**config.mk**
```make
export PLATFORM = sky130hd
export DESIGN_NAME = blit_mem_arbiter_flat
export DESIGN_NICKNAME = d
export VERILOG_FILES = /design/src/rtl/blit_pkg.sv /design/src/rtl/blit_mem_arbiter_if.sv /design/src/rtl/blit_arb_order_fifo.sv /design/src/rtl/blit_mem_arbiter.sv /design/src/flat_wrapper.sv
export SDC_FILE = /design/constraint.sdc
export NUM_CORES = 1
export LEC_CHECK = 0
export CAP_MARGIN = 25
export CELL_PAD_IN_SITES_DETAIL_PLACEMENT = 1
export CELL_PAD_IN_SITES_GLOBAL_PLACEMENT = 2
export CORE_ASPECT_RATIO = 1.25
export CORE_MARGIN = 2
export CORE_UTILIZATION = 35
export DETAILED_ROUTE_END_ITERATION = 10
export DONT_BUFFER_PORTS = 1
export PLACE_DENSITY_LB_ADDON = 0.1
export SLEW_MARGIN = 20
export SYNTH_ARGS = -nofsm -noshare
export SYNTH_HDL_FRONTEND = slang
export SYNTH_SLANG_ARGS = --single-unit
```
**constraint.sdc**
```tcl
create_clock -name clock -period 3.25 [get_ports clock]
set_input_delay 0.65 -clock clock [delete_from_list [all_inputs] [get_ports clock]]
set_output_delay 0.65 -clock clock [all_outputs]
set_load 0.01 [all_outputs]
```
**src/rtl/blit_pkg.sv**
```systemverilog
// Shared widths, port identifiers and arbiter state encoding for the blitter
// memory arbiter slice.
package blit_pkg;
    localparam int ADDR_W = 26;
    localparam int DATA_W = 32;
    localparam int BE_W   = 4;

    typedef enum logic [1:0] {
        PORT_WR  = 2'd0,
        PORT_RD  = 2'd1,
        PORT_CPU = 2'd2
    } port_e;

    typedef enum logic {
        ST_IDLE = 1'b0,
        ST_BUSY = 1'b1
    } arb_state_e;

    // Round-robin successor in the fixed order wr -> rd -> cpu -> wr.
    function automatic port_e port_next(input port_e p);
        case (p)
            PORT_WR: return PORT_RD;
            PORT_RD: return PORT_CPU;
            default: return PORT_WR;
        endcase
    endfunction
endpackage

```
**src/rtl/blit_mem_arbiter_if.sv**
```systemverilog
// Memory-controller port bundle: request/payload towards the SDRAM controller,
// accept and read-return back from it.
interface blit_mem_arbiter_if;
    import blit_pkg::*;

    logic              mem_req;
    logic              mem_write;
    logic [ADDR_W-1:0] mem_addr;
    logic [DATA_W-1:0] mem_wdata;
    logic [BE_W-1:0]   mem_be;
    logic              mem_ack;
    logic              mem_rvalid;
    logic [DATA_W-1:0] mem_rdata;

    modport master (
        output mem_req, mem_write, mem_addr, mem_wdata, mem_be,
        input  mem_ack, mem_rvalid, mem_rdata
    );

    modport slave (
        input  mem_req, mem_write, mem_addr, mem_wdata, mem_be,
        output mem_ack, mem_rvalid, mem_rdata
    );
endinterface

```
**src/rtl/blit_arb_order_fifo.sv**
```systemverilog
// Ordering queue of 1-bit requester ids for reads accepted by memory but not
// yet returned (0 = blit read port, 1 = CPU). DEPTH must be a power of two.
module blit_arb_order_fifo #(
    parameter int DEPTH = 8
) (
    input  logic                     clock,
    input  logic                     reset,
    input  logic                     push,
    input  logic                     push_id,
    input  logic                     pop,
    output logic                     head_id,
    output logic                     full,
    output logic                     empty,
    output logic [$clog2(DEPTH):0]   count
);
    localparam int PTR_W = $clog2(DEPTH);
    localparam int CNT_W = PTR_W + 1;

    logic [DEPTH-1:0] slot_reg;
    logic [PTR_W-1:0] wr_ptr_reg;
    logic [PTR_W-1:0] rd_ptr_reg;
    logic [CNT_W-1:0] count_reg;
    logic             do_push;
    logic             do_pop;

    assign full    = (count_reg == CNT_W'(DEPTH));
    assign empty   = (count_reg == '0);
    assign count   = count_reg;
    assign head_id = slot_reg[rd_ptr_reg];
    assign do_push = push && !full;
    assign do_pop  = pop && !empty;

    always_ff @(posedge clock) begin
        if (do_push) begin
            slot_reg[wr_ptr_reg] <= push_id;
        end
    end

    always_ff @(posedge clock) begin
        if (!reset) begin
            wr_ptr_reg <= '0;
            rd_ptr_reg <= '0;
            count_reg  <= '0;
        end else begin
            if (do_push) begin
                wr_ptr_reg <= wr_ptr_reg + 1'b1;
            end
            if (do_pop) begin
                rd_ptr_reg <= rd_ptr_reg + 1'b1;
            end
            case ({do_push, do_pop})
                2'b10:   count_reg <= count_reg + 1'b1;
                2'b01:   count_reg <= count_reg - 1'b1;
                default: count_reg <= count_reg;
            endcase
        end
    end
endmodule

```
**src/rtl/blit_mem_arbiter.sv**
```systemverilog
// Shares the SDRAM controller port between the blit write drain, blit source
// reader and CPU. Define BLIT_ARB_BURST_EN for write-burst priority.
module blit_mem_arbiter
    import blit_pkg::*;
#(
    parameter int MAX_OUTSTANDING = 8,
    parameter int BURST_LEN       = 4
) (
    input  logic                clock,
    input  logic                reset,
    input  logic                wr_req,
    input  logic [ADDR_W-1:0]   wr_addr,
    input  logic [DATA_W-1:0]   wr_data,
    input  logic [BE_W-1:0]     wr_be,
    output logic                wr_ack,
    input  logic                wr_fifo_full,
    input  logic                rd_req,
    input  logic [ADDR_W-1:0]   rd_addr,
    output logic                rd_ack,
    output logic                rd_rvalid,
    output logic [DATA_W-1:0]   rd_rdata,
    input  logic                cpu_req,
    input  logic                cpu_write,
    input  logic [ADDR_W-1:0]   cpu_addr,
    input  logic [DATA_W-1:0]   cpu_wdata,
    input  logic [BE_W-1:0]     cpu_be,
    output logic                cpu_ack,
    output logic                cpu_rvalid,
    output logic [DATA_W-1:0]   cpu_rdata,
    blit_mem_arbiter_if.master  mem,
    output logic                err_rdata
);
    localparam int CNT_W = $clog2(MAX_OUTSTANDING) + 1;

    arb_state_e        state_reg, state_next;
    port_e             grant_reg, grant_next;
    port_e             rr_reg, rr_next;
    logic              mem_req_reg, mem_req_next;
    logic              mem_write_reg, mem_write_next;
    logic [ADDR_W-1:0] mem_addr_reg, mem_addr_next;
    logic [DATA_W-1:0] mem_wdata_reg, mem_wdata_next;
    logic [BE_W-1:0]   mem_be_reg, mem_be_next;

    logic              rd_rvalid_reg, cpu_rvalid_reg, err_reg;
    logic [DATA_W-1:0] rd_rdata_reg, cpu_rdata_reg;

    logic              q_push, q_pop, q_head, q_full, q_empty;
    logic [CNT_W-1:0]  q_count;
    logic              read_room, busy_ack, burst_hold, sel_valid;
    logic [2:0]        elig;
    port_e             sel_port, cand1, cand2;

    // Bit position matches the port_e encoding: [0]=wr, [1]=rd, [2]=cpu.
    assign read_room = (q_count < CNT_W'(MAX_OUTSTANDING));
    assign elig      = {cpu_req && (cpu_write || read_room), rd_req && read_room, wr_req};
    assign sel_valid = |elig;

    // Accepts seen while reset is asserted must not pop requester FIFOs.
    assign busy_ack = reset && (state_reg == ST_BUSY) && mem.mem_ack;
    assign wr_ack   = busy_ack && (grant_reg == PORT_WR);
    assign rd_ack   = busy_ack && (grant_reg == PORT_RD);
    assign cpu_ack  = busy_ack && (grant_reg == PORT_CPU);

    assign q_push = busy_ack && !mem_write_reg && !q_full;
    assign q_pop  = mem.mem_rvalid && !q_empty;

    blit_arb_order_fifo #(.DEPTH(MAX_OUTSTANDING)) u_order_fifo (
        .clock   (clock),
        .reset   (reset),
        .push    (q_push),
        .push_id (grant_reg == PORT_CPU),
        .pop     (q_pop),
        .head_id (q_head),
        .full    (q_full),
        .empty   (q_empty),
        .count   (q_count)
    );

`ifdef BLIT_ARB_BURST_EN
    localparam int BCNT_W = $clog2(BURST_LEN + 1);

    logic [BCNT_W-1:0] burst_cnt_reg, burst_cnt_next;

    assign burst_hold = wr_req && (burst_cnt_reg != '0)
                        && (burst_cnt_reg < BCNT_W'(BURST_LEN));

    // Counts consecutive write grants; saturates so an expired burst stays expired.
    always_comb begin
        burst_cnt_next = burst_cnt_reg;
        if (state_reg == ST_IDLE) begin
            if (!wr_req) begin
                burst_cnt_next = '0;
            end else if (sel_valid) begin
                if (sel_port != PORT_WR) begin
                    burst_cnt_next = '0;
                end else if (burst_cnt_reg < BCNT_W'(BURST_LEN)) begin
                    burst_cnt_next = burst_cnt_reg + 1'b1;
                end
            end
        end
    end

    always_ff @(posedge clock) begin
        if (!reset) begin
            burst_cnt_reg <= '0;
        end else begin
            burst_cnt_reg <= burst_cnt_next;
        end
    end
`else
    assign burst_hold = 1'b0;
`endif

    always_comb begin
        cand1    = port_next(rr_reg);
        cand2    = port_next(cand1);
        sel_port = rr_reg;
        if (wr_req && (wr_fifo_full || burst_hold)) begin
            sel_port = PORT_WR;
        end else if (elig[rr_reg]) begin
            sel_port = rr_reg;
        end else if (elig[cand1]) begin
            sel_port = cand1;
        end else begin
            sel_port = cand2;
        end
    end

    always_comb begin
        state_next     = state_reg;
        grant_next     = grant_reg;
        rr_next        = rr_reg;
        mem_req_next   = mem_req_reg;
        mem_write_next = mem_write_reg;
        mem_addr_next  = mem_addr_reg;
        mem_wdata_next = mem_wdata_reg;
        mem_be_next    = mem_be_reg;
        case (state_reg)
            ST_IDLE: begin
                if (sel_valid) begin
                    state_next   = ST_BUSY;
                    grant_next   = sel_port;
                    rr_next      = port_next(sel_port);
                    mem_req_next = 1'b1;
                    case (sel_port)
                        PORT_WR: begin
                            mem_write_next = 1'b1;
                            mem_addr_next  = wr_addr;
                            mem_wdata_next = wr_data;
                            mem_be_next    = wr_be;
                        end
                        PORT_RD: begin
                            mem_write_next = 1'b0;
                            mem_addr_next  = rd_addr;
                            mem_wdata_next = '0;
                            mem_be_next    = '1;
                        end
                        default: begin
                            mem_write_next = cpu_write;
                            mem_addr_next  = cpu_addr;
                            mem_wdata_next = cpu_wdata;
                            mem_be_next    = cpu_be;
                        end
                    endcase
                end
            end
            default: begin
                if (mem.mem_ack) begin
                    state_next   = ST_IDLE;
                    mem_req_next = 1'b0;
                end
            end
        endcase
    end

    always_ff @(posedge clock) begin
        if (!reset) begin
            state_reg     <= ST_IDLE;
            grant_reg     <= PORT_WR;
            rr_reg        <= PORT_WR;
            mem_req_reg   <= 1'b0;
            mem_write_reg <= 1'b0;
            mem_addr_reg  <= '0;
            mem_wdata_reg <= '0;
            mem_be_reg    <= '0;
        end else begin
            state_reg     <= state_next;
            grant_reg     <= grant_next;
            rr_reg        <= rr_next;
            mem_req_reg   <= mem_req_next;
            mem_write_reg <= mem_write_next;
            mem_addr_reg  <= mem_addr_next;
            mem_wdata_reg <= mem_wdata_next;
            mem_be_reg    <= mem_be_next;
        end
    end

    // Read return routing by the queue head; a return with nothing queued is an error.
    always_ff @(posedge clock) begin
        if (!reset) begin
            rd_rvalid_reg  <= 1'b0;
            cpu_rvalid_reg <= 1'b0;
            rd_rdata_reg   <= '0;
            cpu_rdata_reg  <= '0;
            err_reg        <= 1'b0;
        end else begin
            rd_rvalid_reg  <= 1'b0;
            cpu_rvalid_reg <= 1'b0;
            if (mem.mem_rvalid) begin
                if (q_empty) begin
                    err_reg <= 1'b1;
                end else if (q_head) begin
                    cpu_rvalid_reg <= 1'b1;
                    cpu_rdata_reg  <= mem.mem_rdata;
                end else begin
                    rd_rvalid_reg <= 1'b1;
                    rd_rdata_reg  <= mem.mem_rdata;
                end
            end
        end
    end

    assign mem.mem_req   = mem_req_reg;
    assign mem.mem_write = mem_write_reg;
    assign mem.mem_addr  = mem_addr_reg;
    assign mem.mem_wdata = mem_wdata_reg;
    assign mem.mem_be    = mem_be_reg;
    assign rd_rvalid     = rd_rvalid_reg;
    assign rd_rdata      = rd_rdata_reg;
    assign cpu_rvalid    = cpu_rvalid_reg;
    assign cpu_rdata     = cpu_rdata_reg;
    assign err_rdata     = err_reg;
endmodule

```
**src/flat_wrapper.sv**
```systemverilog
// flat-port wrapper written by rule: the top's interface ports become plain ports
module blit_mem_arbiter_flat import blit_pkg::*;
#(
    parameter int MAX_OUTSTANDING = 8,
    parameter int BURST_LEN       = 4
)
  (clock, reset, wr_req, wr_addr, wr_data, wr_be, wr_ack, wr_fifo_full, rd_req, rd_addr, rd_ack, rd_rvalid, rd_rdata, cpu_req, cpu_write, cpu_addr, cpu_wdata, cpu_be, cpu_ack, cpu_rvalid, cpu_rdata, err_rdata, mem_mem_req, mem_mem_write, mem_mem_addr, mem_mem_wdata, mem_mem_be, mem_mem_ack, mem_mem_rvalid, mem_mem_rdata);
  blit_mem_arbiter_if mem_i ();
  input  logic clock;
  input  logic reset;
  input  logic wr_req;
  input  logic [ADDR_W-1:0] wr_addr;
  input  logic [DATA_W-1:0] wr_data;
  input  logic [BE_W-1:0] wr_be;
  output logic wr_ack;
  input  logic wr_fifo_full;
  input  logic rd_req;
  input  logic [ADDR_W-1:0] rd_addr;
  output logic rd_ack;
  output logic rd_rvalid;
  output logic [DATA_W-1:0] rd_rdata;
  input  logic cpu_req;
  input  logic cpu_write;
  input  logic [ADDR_W-1:0] cpu_addr;
  input  logic [DATA_W-1:0] cpu_wdata;
  input  logic [BE_W-1:0] cpu_be;
  output logic cpu_ack;
  output logic cpu_rvalid;
  output logic [DATA_W-1:0] cpu_rdata;
  output logic err_rdata;
  output wire logic [$bits(mem_i.mem_req)-1:0] mem_mem_req;
  output wire logic [$bits(mem_i.mem_write)-1:0] mem_mem_write;
  output wire logic [$bits(mem_i.mem_addr)-1:0] mem_mem_addr;
  output wire logic [$bits(mem_i.mem_wdata)-1:0] mem_mem_wdata;
  output wire logic [$bits(mem_i.mem_be)-1:0] mem_mem_be;
  input wire logic [$bits(mem_i.mem_ack)-1:0] mem_mem_ack;
  input wire logic [$bits(mem_i.mem_rvalid)-1:0] mem_mem_rvalid;
  input wire logic [$bits(mem_i.mem_rdata)-1:0] mem_mem_rdata;
  assign mem_mem_req = mem_i.mem_req;
  assign mem_mem_write = mem_i.mem_write;
  assign mem_mem_addr = mem_i.mem_addr;
  assign mem_mem_wdata = mem_i.mem_wdata;
  assign mem_mem_be = mem_i.mem_be;
  assign mem_i.mem_ack = mem_mem_ack;
  assign mem_i.mem_rvalid = mem_mem_rvalid;
  assign mem_i.mem_rdata = mem_mem_rdata;
  blit_mem_arbiter #(.MAX_OUTSTANDING(MAX_OUTSTANDING), .BURST_LEN(BURST_LEN)) u_core (.clock(clock), .reset(reset), .wr_req(wr_req), .wr_addr(wr_addr), .wr_data(wr_data), .wr_be(wr_be), .wr_ack(wr_ack), .wr_fifo_full(wr_fifo_full), .rd_req(rd_req), .rd_addr(rd_addr), .rd_ack(rd_ack), .rd_rvalid(rd_rvalid), .rd_rdata(rd_rdata), .cpu_req(cpu_req), .cpu_write(cpu_write), .cpu_addr(cpu_addr), .cpu_wdata(cpu_wdata), .cpu_be(cpu_be), .cpu_ack(cpu_ack), .cpu_rvalid(cpu_rvalid), .cpu_rdata(cpu_rdata), .mem(mem_i), .err_rdata(err_rdata));
endmodule
```
After elaboration in Yosys (flattened, before gate mapping) --
Index checks and enable logic that the tools add are counted.
Word-level totals: register bits 154, bits of input ports 191
Operators by class: add/subtract/negate cells 4, $lt $le $gt $ge 6, equality and inequality tests 9, mux-type cells 28, bitwise operators 5, reductions and logical operators 32
Operator list (number):
- 32-bit one-hot mux with 2 select lines | 1
- 26-bit one-hot mux with 2 select lines | 1
- 4-bit one-hot mux with 2 select lines | 2
- 1-bit logical AND | 14
- 1-bit 2-to-1 mux | 12
- 2-bit one-hot mux with 2 select lines | 3
- 2-bit by 1-bit equality test with 1-bit output, second input constant | 5
- 8-bit bitwise mux | 1
- 2-bit logical NOT | 4
- 3-bit by 4-bit < comparator with 1-bit output, second input constant | 2
- 3-bit by 1-bit adder with 3-bit output, second input constant | 2
- 2-bit by 3-bit < comparator with 1-bit output, second input constant | 2
- 2-bit 2-to-1 mux | 3
- 2-bit AND reduction | 3
- 3-bit AND reduction | 2
- 3-bit OR reduction | 2
- 1-bit NOT | 5
- 4-bit by 1-bit adder with 4-bit output, second input constant | 1
- 1-bit binary-select mux with 2-bit select | 2
- 2-bit equality test, second input constant | 2
- 4-bit equality test, second input constant | 1
- 4-bit logical NOT | 1
- 4-bit < comparator, second input constant | 1
- 2-bit nonzero test | 2
- other kinds (8) | 10

Logic depth before layout (Yosys ltp) --
Gate-level depths: netlist of run 1.
depth after elaboration 10, mapped depth 11, mapped depth without buffers 10

Cells and area by module --
From an unflattened synthesis of run 1, not the netlist that was laid out.
Unflattened totals: cell total of the unflattened synthesis 706, area, all modules 6352.3 µm²
Modules (own cells, without submodules):
- blit_mem_arbiter | times used 1, cells each 625, area an instance 5445.2 µm², sequential area each 2722.6 µm²
- blit_arb_order_fifo | times used 1, cells each 81, area an instance 907.1 µm², sequential area each 440.4 µm²

Worst setup path after synthesis of run 1 --
Ideal clock, no wire load.
kind in2reg, from input port mem_mem_ack, to register u_core.u_order_fifo.count_reg[2] (netlist: u_core.u_order_fifo.count[2]), library setup time 0.070 ns, arrival 2.706 ns, required time 3.180 ns, path slack 0.474 ns, cell stages on the path 10, path buffers 0, path through nand3_1 > a211oi_1 > inv_1 > ha_1 > xor2_1 > ha_1 > a21oi_1 > xor2_1 > or3_1 > a21oi_1
Between the ends: cells in the longest elaborated chain, start to end 6, elaborated cells between the ends (all ways) 8, those cells by class eq/ne (2); mux (1); reduce/logical (5)
Ends and longest elaborated chain:
- start, declared | RTL line flat_wrapper.sv:36 | input wire logic [$bits(mem_i.mem_ack)-1:0] mem_mem_ack;
- 1-bit logical AND * | RTL line blit_mem_arbiter.sv:59 | assign busy_ack = reset && (state_reg == ST_BUSY) && mem.mem_ack;
- 1-bit logical AND * (2 in a row) | RTL line blit_mem_arbiter.sv:64 | assign q_push = busy_ack && !mem_write_reg && !q_full;
- 1-bit logical AND * | RTL line blit_arb_order_fifo.sv:30 | assign do_push = push && !full;
- 2-bit by 1-bit equality test with 1-bit output / 2-bit equality test (equally long branches) | RTL line blit_arb_order_fifo.sv:51 | case ({do_push, do_pop})
- 4-bit one-hot mux with 2 select lines / 2-bit nonzero test (equally long branches)
- end signal, assigned | RTL line blit_arb_order_fifo.sv:52 | 2'b10: count_reg <= count_reg + 1'b1;
- end signal, assigned | RTL line blit_arb_order_fifo.sv:53 | 2'b01: count_reg <= count_reg - 1'b1;
- end signal, assigned | RTL line blit_arb_order_fifo.sv:54 | default: count_reg <= count_reg;
- end, declared | RTL line blit_arb_order_fifo.sv:22 | logic [CNT_W-1:0] count_reg;
Mark *: on every way between the ends. The rest lies on a longest branch, timed or not. A chain may end at the register's enable or synchronous reset.

Final worst setup path of run 1 --
from register u_core.u_order_fifo.count_reg[3] (netlist: u_core.u_order_fifo.count[3]), to register u_core.u_order_fifo.count_reg[2] (netlist: u_core.u_order_fifo.count[2])
Between the ends: cells in the longest elaborated chain, start to end 6, elaborated cells between the ends (all ways) 12, those cells by class eq/ne (3); mux (1); reduce/logical (8)
Ends and longest elaborated chain:
- 4-bit logical NOT * | RTL line blit_arb_order_fifo.sv:27 | assign empty = (count_reg == '0);
- 1-bit logical NOT * | RTL line blit_arb_order_fifo.sv:31, blit_mem_arbiter.sv:65
- 1-bit logical AND | RTL line blit_mem_arbiter.sv:65 | assign q_pop = mem.mem_rvalid && !q_empty;
- 1-bit logical AND * | RTL line blit_arb_order_fifo.sv:31 | assign do_pop = pop && !empty;
- named net u_core.u_order_fifo.do_pop | RTL line blit_arb_order_fifo.sv:24 | logic do_pop;
- 2-bit by 1-bit equality test with 1-bit output / 2-bit equality test (equally long branches) | RTL line blit_arb_order_fifo.sv:51
- 4-bit one-hot mux with 2 select lines / 2-bit nonzero test (equally long branches)
Mark *: on every way through the listed nets, which the timed path passes. The rest lies on a longest branch.

==> results of run 1 <==
## kinds of logic (layout without fill, tap and decap cells)
family	count (synthesis)	in the layout
simple gates	229	229
flops	154	154
compound gates	147	147
mux	69	69
buf+inv	61	47
xor+xnor	8	8
fa+ha+maj	5	5
## layer usage
layer | share of wire, % | vias up | track usage (%)
li1 | - | 2362 | -
met1 | 37 | 2406 | 19.6
met2 | 52 | 226 | 33.4
met3 | 9.6 | 21 | 8.29
met4 | 1.8 | 0 | 6.46
met5 | 0 | - | 0
## placed cells by master (no fill, tap or decap), drive strengths merged, types with 2 or more instances in the layout
cell type and instances:
a221oi 31, nand2 135, a221o 32, nor2 28, o21bai 2, clkbuf 19
a211oi 3, nand2b 7, clkinvlp 3, nor4 2, xnor2 2, clkinv 2
and3 36, a31oi 2, nand3 2, a21oi 38, ha 5, nor2b 3
nor3 5, dfxtp 146, inv 12, xor2 6, mux2i 67, mux2 2
nor3b 7, edfxtp 8, buf 9, o21ai 34, bufinv 2
## worst max path at each step
stage | to
floorplan | u_core.u_order_fifo.count[2]
global placement | u_core.u_order_fifo.count[2]
detailed placement | u_core.u_order_fifo.count[2]
CTS | u_core.u_order_fifo.count[2]
global route | u_core.u_order_fifo.count[2]
finish | u_core.u_order_fifo.count[2]
## power groups by stage
stage / clock network, mW / registers [mW] / logic [mW]
after floorplan: 0 / 2.39 / 0.684
after global placement: 0 / 2.47 / 0.757
after detailed placement: 0 / 2.47 / 0.795
after CTS: 2.13 / 2.43 / 0.798
after global routing: 2.22 / 2.46 / 0.881
final: 2.06 / 2.43 / 0.784
## cell type report
cell class | instances | share of cell area (%)
clock buffers | 19 | 6.49
clock inverters | 13 | 2.15
inverters | 6 | 0.315
multi-input cells | 458 | 41.5
flip-flops and latches | 154 | 44.2
well taps | 228 | 3.99
repair buffers | 9 | 1.33
## critical path: cells and delay by family (launching register included)
kind / cells / cell delay (ps)
compound gates: 2 / 330
xor+xnor: 2 / 250
fa+ha+maj: 2 / 480
buf+inv: 1 / 180
flops: 1 / 380
simple gates: 3 / 970
## metrics by stage
stage	power (mW)	instance area [sq um]
after CTS	5.37	7150
final	5.28	7150
after detailed placement	3.27	6530
after floorplan	3.07	6390
after global placement	3.23	6490
after global routing	5.56	7150
==> metrics.txt, run 1 <==
share of the synthesized area in the top cell type a little under half; Arr. time, crit path between 3000 and 4000 ps; VDD IR max approximately 370 uV; outcome finished, final reports clean; Post-Route WL roughly 19 mm; drt pass-1 iters 4; post-DR wirelength/cell between 20 and 25 um; worst hold slack 354 ps; Reg area between 0.003 and 0.004 sq mm; Hold Crit Class in2reg; Clk network pwr share just under 40%; Setup Slack @ Placement 487 ps; critical path class reg2reg; dpl cells 855; NetSw 1.58 mW; via count 5015; Post-DRT Antenna Nets 0; total congestion overflow 0; vias in the first global route 5232; slowest CP cell nor4_1; max cap viols 0; post-synthesis mux area share 10.8%; min cycle time layout 2690 ps; Worst Hold Path EP u_core.mem.mem_addr[14]; Setup crit start u_core.u_order_fifo.count[3]; library cells used by synthesis 41; Root Driver clkbuf_16; Pwr Density between 700 and 800 mW/mm^2; first-pass GRT wire length 28.6 mm; Final Util 39.7%; worst hold path depth 2; Slew headroom 31.3%; core box area ~0.018 sq mm; vias per std cell approximately 5.7; CTS resizes 0; cell taking the most area after synthesis dfxtp_1; Setup TNS 0 ps; CTS Hold Buffers Added 0; Simple-Gate Fraction of Synth Area 16.6%; worst path required time around 3600 ps; compound-cell area share of the yosys netlist 16.6%; asr flop ratio synth 0%; RSZ-0062 raised after global routing false; initial antenna violation count 0; RR Startpoint u_core.u_order_fifo.count[3]; Ports 325; critical hold path startpoint cpu_addr[14]; H-tree Lvls 4; n_diodes 0; f_max 0.372 GHz; Mean Syn Cell Area about 9.5 sq um; CTS tree yes; Post-CTS Setup Inserts 0; worst setup margin about 560 ps; clk buf depth 2; post-detail-place hpwl around 13 mm; Final period util 82.8%; largest family of logic cells by synthesized area compound AO/OA/AOI/OAI gates; R2R depth 10; # DRC 0; Layout Nets 842; Final setup violation count 0; row count 55; EDFF count, synth 8; Final Hold Viols 0; count leader, synth dfxtp_1; Mapped Nets approximately 870; Critical Path Sink Type register; CP max stage delay 390 ps; reg2reg end u_core.u_order_fifo.count[2]; Slew Viols, Final 0; Initial DRC Count 196; die width 125 um; Synth warnings 0; top cells by count, synth dfxtp_1 (146), nand2_1 (134), mux2i_1 (67), clkbuf_1 (42), a21oi_1 (38); clock-pin slew on the worst setup and hold paths 60 ps; r2r setup slk roughly 560 ps; GRT Resource Usage Total around a fifth; Die Y 155 um; CP cell instances nor4_1, nand2b_1, inv_1, ha_1, xor2_1, ha_1, a21oi_1, xor2_1, or3_1, a21oi_1; Mapped Cells 673; Crit Path Max Fanout 6; Net Sw Frac 30.0%; Synth Cell Area 0.00639 sq mm; Initial Utilization 35.4%; pin count of the biggest net entering global routing 166; ys flop type dfxtp_1; Worst-Margin Slew 1030 ps; GPL Wtd Cong 0.760; fillcell total 2038; Comb power frac 14.9%; Worst setup SP type register; die area 0.0194 sq mm; Buffers on Ports 0; post-synthesis sequential area ratio 49.5%; fraction of the mapped netlist area in adder cells less than 1%; leading post-synthesis cells by cell area dfxtp_1 (46%), mux2i_1 (10%), nand2_1 (7.9%), a221o_1 (5.0%), a221oi_1 (4.1%); Cell Count, Final, Fillers Out 887; Num CTS Buffers 17; Synth-to-Final Area Change 11.9%; area of the multi-input gates between 0.002 and 0.003 sq mm; sequential power share 46.0%; layout cells sized above 1 ~7.6%; worst skew pair latency 430 ps; post-synthesis sequential element count 154; Lkg Pwr 2.90 nW; clock skew between 8 and 9 ps; internal power 3.69 mW; Synth Area in XOR/XNOR 1.10%; CTS Sinks 154
Power figures use the tool's default switching activity.
==> inputs of run 2 (changes only) <==
==> constraint.sdc (replaced) <==
create_clock -name clock -period 2.76 [get_ports clock]
set_input_delay 0.552 -clock clock [delete_from_list [all_inputs] [get_ports clock]]
set_output_delay 0.552 -clock clock [all_outputs]
set_load 0.01 [all_outputs]
==> run 2 against run 1 <==
Via count fell by 0.18%. Maximum frequency grew 5.5%. Sequential share of layout area rose by 0.085 points. Clock skew is 0.92 ps higher. Register-to-register slack got worse by 350 ps. First-iteration DRC count grew 0.51%. Global-route usage up 0.17 points. Sequential cell count unchanged. Largest cell class unchanged.
==> metrics.txt, run 2 (same netlist as run 1, synthesis figures left out) <==
outcome finished, final reports clean; Pwr Density 858 mW/mm^2 (+16%); via count 5006 (-0.18%); Critical Path Sink Type register; Die Y 155 um (unchanged); Initial DRC Count 197 (+0.51%); R2R depth 10 (unchanged); vias per std cell 5.64 (-0.18%); clock skew 9.81 ps (+0.924 ps); Crit Path Max Fanout 6 (unchanged); RR Startpoint u_core.u_order_fifo.count[3]; RSZ-0062 raised after global routing false; worst hold path depth 2 (unchanged); H-tree Lvls 4 (unchanged); CTS Hold Buffers Added 0 (unchanged); Worst-Margin Slew 1030 ps (-3.83 ps); max cap viols 0 (unchanged); Arr. time, crit path 2890 ps (-140 ps); GPL Wtd Cong 0.745 (-1.9%); pin count of the biggest net entering global routing 166 (unchanged); f_max 0.392 GHz (+5.5%); worst skew pair latency 420 ps (about the same); most frequent cells in the layout dfxtp_1 (146), nand2_1 (134), mux2i_1 (67); Initial Utilization 35.4% (unchanged); Hold Crit Class in2reg; Layout Nets 842 (unchanged); Post-DRT Antenna Nets 0 (unchanged); clk buf depth 2 (unchanged); Final period util 92.4% (+9.6 points); Ports 325 (unchanged); post-detail-place hpwl 13.5 mm (+2.0%); clock-pin slew on the worst setup and hold paths 70 ps (about the same); GRT Resource Usage Total 18.9% (+0.17 points); Slew headroom 31.5% (+0.26 points); n_diodes 0 (unchanged); critical hold path startpoint cpu_addr[11]; CTS Sinks 154 (unchanged); total congestion overflow 0 (unchanged); Synth-to-Final Area Change 11.7%; CTS tree yes; VDD IR max 384 uV (+5.1%); worst hold slack 259 ps (-95.0 ps); critical path class reg2reg; Final Util 39.6% (-0.076 points); Post-Route WL 18.9 mm (+1.8%); reg2reg end u_core.u_order_fifo.count[2]; post-DR wirelength/cell 21.3 um (+1.8%); first-pass GRT wire length 29.0 mm (+1.5%); # DRC 0 (unchanged); initial antenna violation count 0 (unchanged); layout cells sized above 1 7.89% (+0.30 points); Lkg Pwr 2.89 nW (-0.39%); Buffers on Ports 0 (unchanged); worst path required time 3100 ps (-490 ps); die width 125 um (unchanged); row count 55 (unchanged); Worst Hold Path EP u_core.mem.mem_addr[11]; Worst setup SP type register; vias in the first global route 5292 (+1.1%); Slew Viols, Final 0 (unchanged); min cycle time layout 2550 ps (-140 ps); drt pass-1 iters 4 (unchanged); die area 0.0194 sq mm (unchanged); Root Driver clkbuf_16; Final setup violation count 0 (unchanged); Final Hold Viols 0 (unchanged); core box area 0.0180 sq mm (unchanged); most common cell after layout, fill and taps aside dfxtp_1; Num CTS Buffers 17 (unchanged); r2r setup slk 210 ps (-350 ps); Setup TNS 0 ps (unchanged)
[run 2: changes by cell type in the layout (fill, tap and decap cells not counted)]
cell       delta
inv_8         +1
buf_4         -2
nand2b_1      -1
inv_4         +1
clkbuf_8      -1
clkbuf_16     -1
nor4_1        -1
bufinv_16     -1
buf_12        +2
nand2b_2      +1
buf_16        -1
nor4_2        +1
buf_8         +1
clkinv_8      +1
[run 2: metal layers]
metal  vias to the layer above  part of all wire (%)  global-route usage (%)
met4                         0                   1.5                    5.61
met3                        18                   9.1                    7.74
met1                      2413                    38                    20.6
met5                         -                     0                       0
li1                       2361                     -                       -
met2                       214                    52                    33.7
[run 2: worst max path at each step]
stage | to | depth (start not counted) | startpoint
finish | u_core.u_order_fifo.count[2] | 10 | u_core.u_order_fifo.count[3]
global placement | u_core.u_order_fifo.count[2] | 10 | u_core.u_order_fifo.count[3]
detailed placement | u_core.u_order_fifo.count[2] | 10 | u_core.u_order_fifo.count[3]
floorplan | u_core.u_order_fifo.count[2] | 10 | mem_mem_ack
global route | u_core.u_order_fifo.count[2] | 10 | u_core.u_order_fifo.count[3]
CTS | u_core.u_order_fifo.count[2] | 10 | u_core.u_order_fifo.count[3]
[run 2: metrics by stage]
| step | setup slack, ps | cells | power [mW] | instance area (sq um) |
|---|---|---|---|---|
| 3_3_place_gp | 200 | 853 | 3.81 | 6520 |
| 5_1_grt | 18.3 | 887 | 6.45 | 7140 |
| 2_1_floorplan | 82.4 | 673 | 3.62 | 6390 |
| 4_1_cts | 61.6 | 887 | 6.21 | 7130 |
| 6_report | 209 | 887 | 6.12 | 7140 |
| 3_5_place_dp | 103 | 855 | 3.86 | 6550 |
[run 2: cell type report]
class,count,area (sq um)
tap,228,285
sequential,154,3160
clock inverter,15,158
inverter,6,22.5
multi-input combinational,458,2980
timing repair buffer,9,108
clock buffer,17,425
fill,2046,10900
[run 2: power by group]
| part | internal [mW] | switching, mW |
|---|---|---|
| sequential | 2.52 | 0.343 |
| combinational | 0.412 | 0.532 |
| clock | 1.28 | 1.04 |
[run 2: what timing repair did]
| item | in CTS | in global routing |
|---|---|---|
| endpoints found under the setup margin | 0 | 1 |
| buffers inserted | 0 | 0 |
| gates resized for setup | 0 | 2 |
| endpoints found under the hold margin | 0 | 0 |
[run 2: critical path: stages, from the launching register on]
cell and delay [ps]:
dfxtp_1 390, nor4_2 350, nand2b_2 230, inv_1 150, ha_1 290, xor2_1 180, ha_1 200, a21oi_1 140
xor2_1 100, or3_1 320, a21oi_1 150
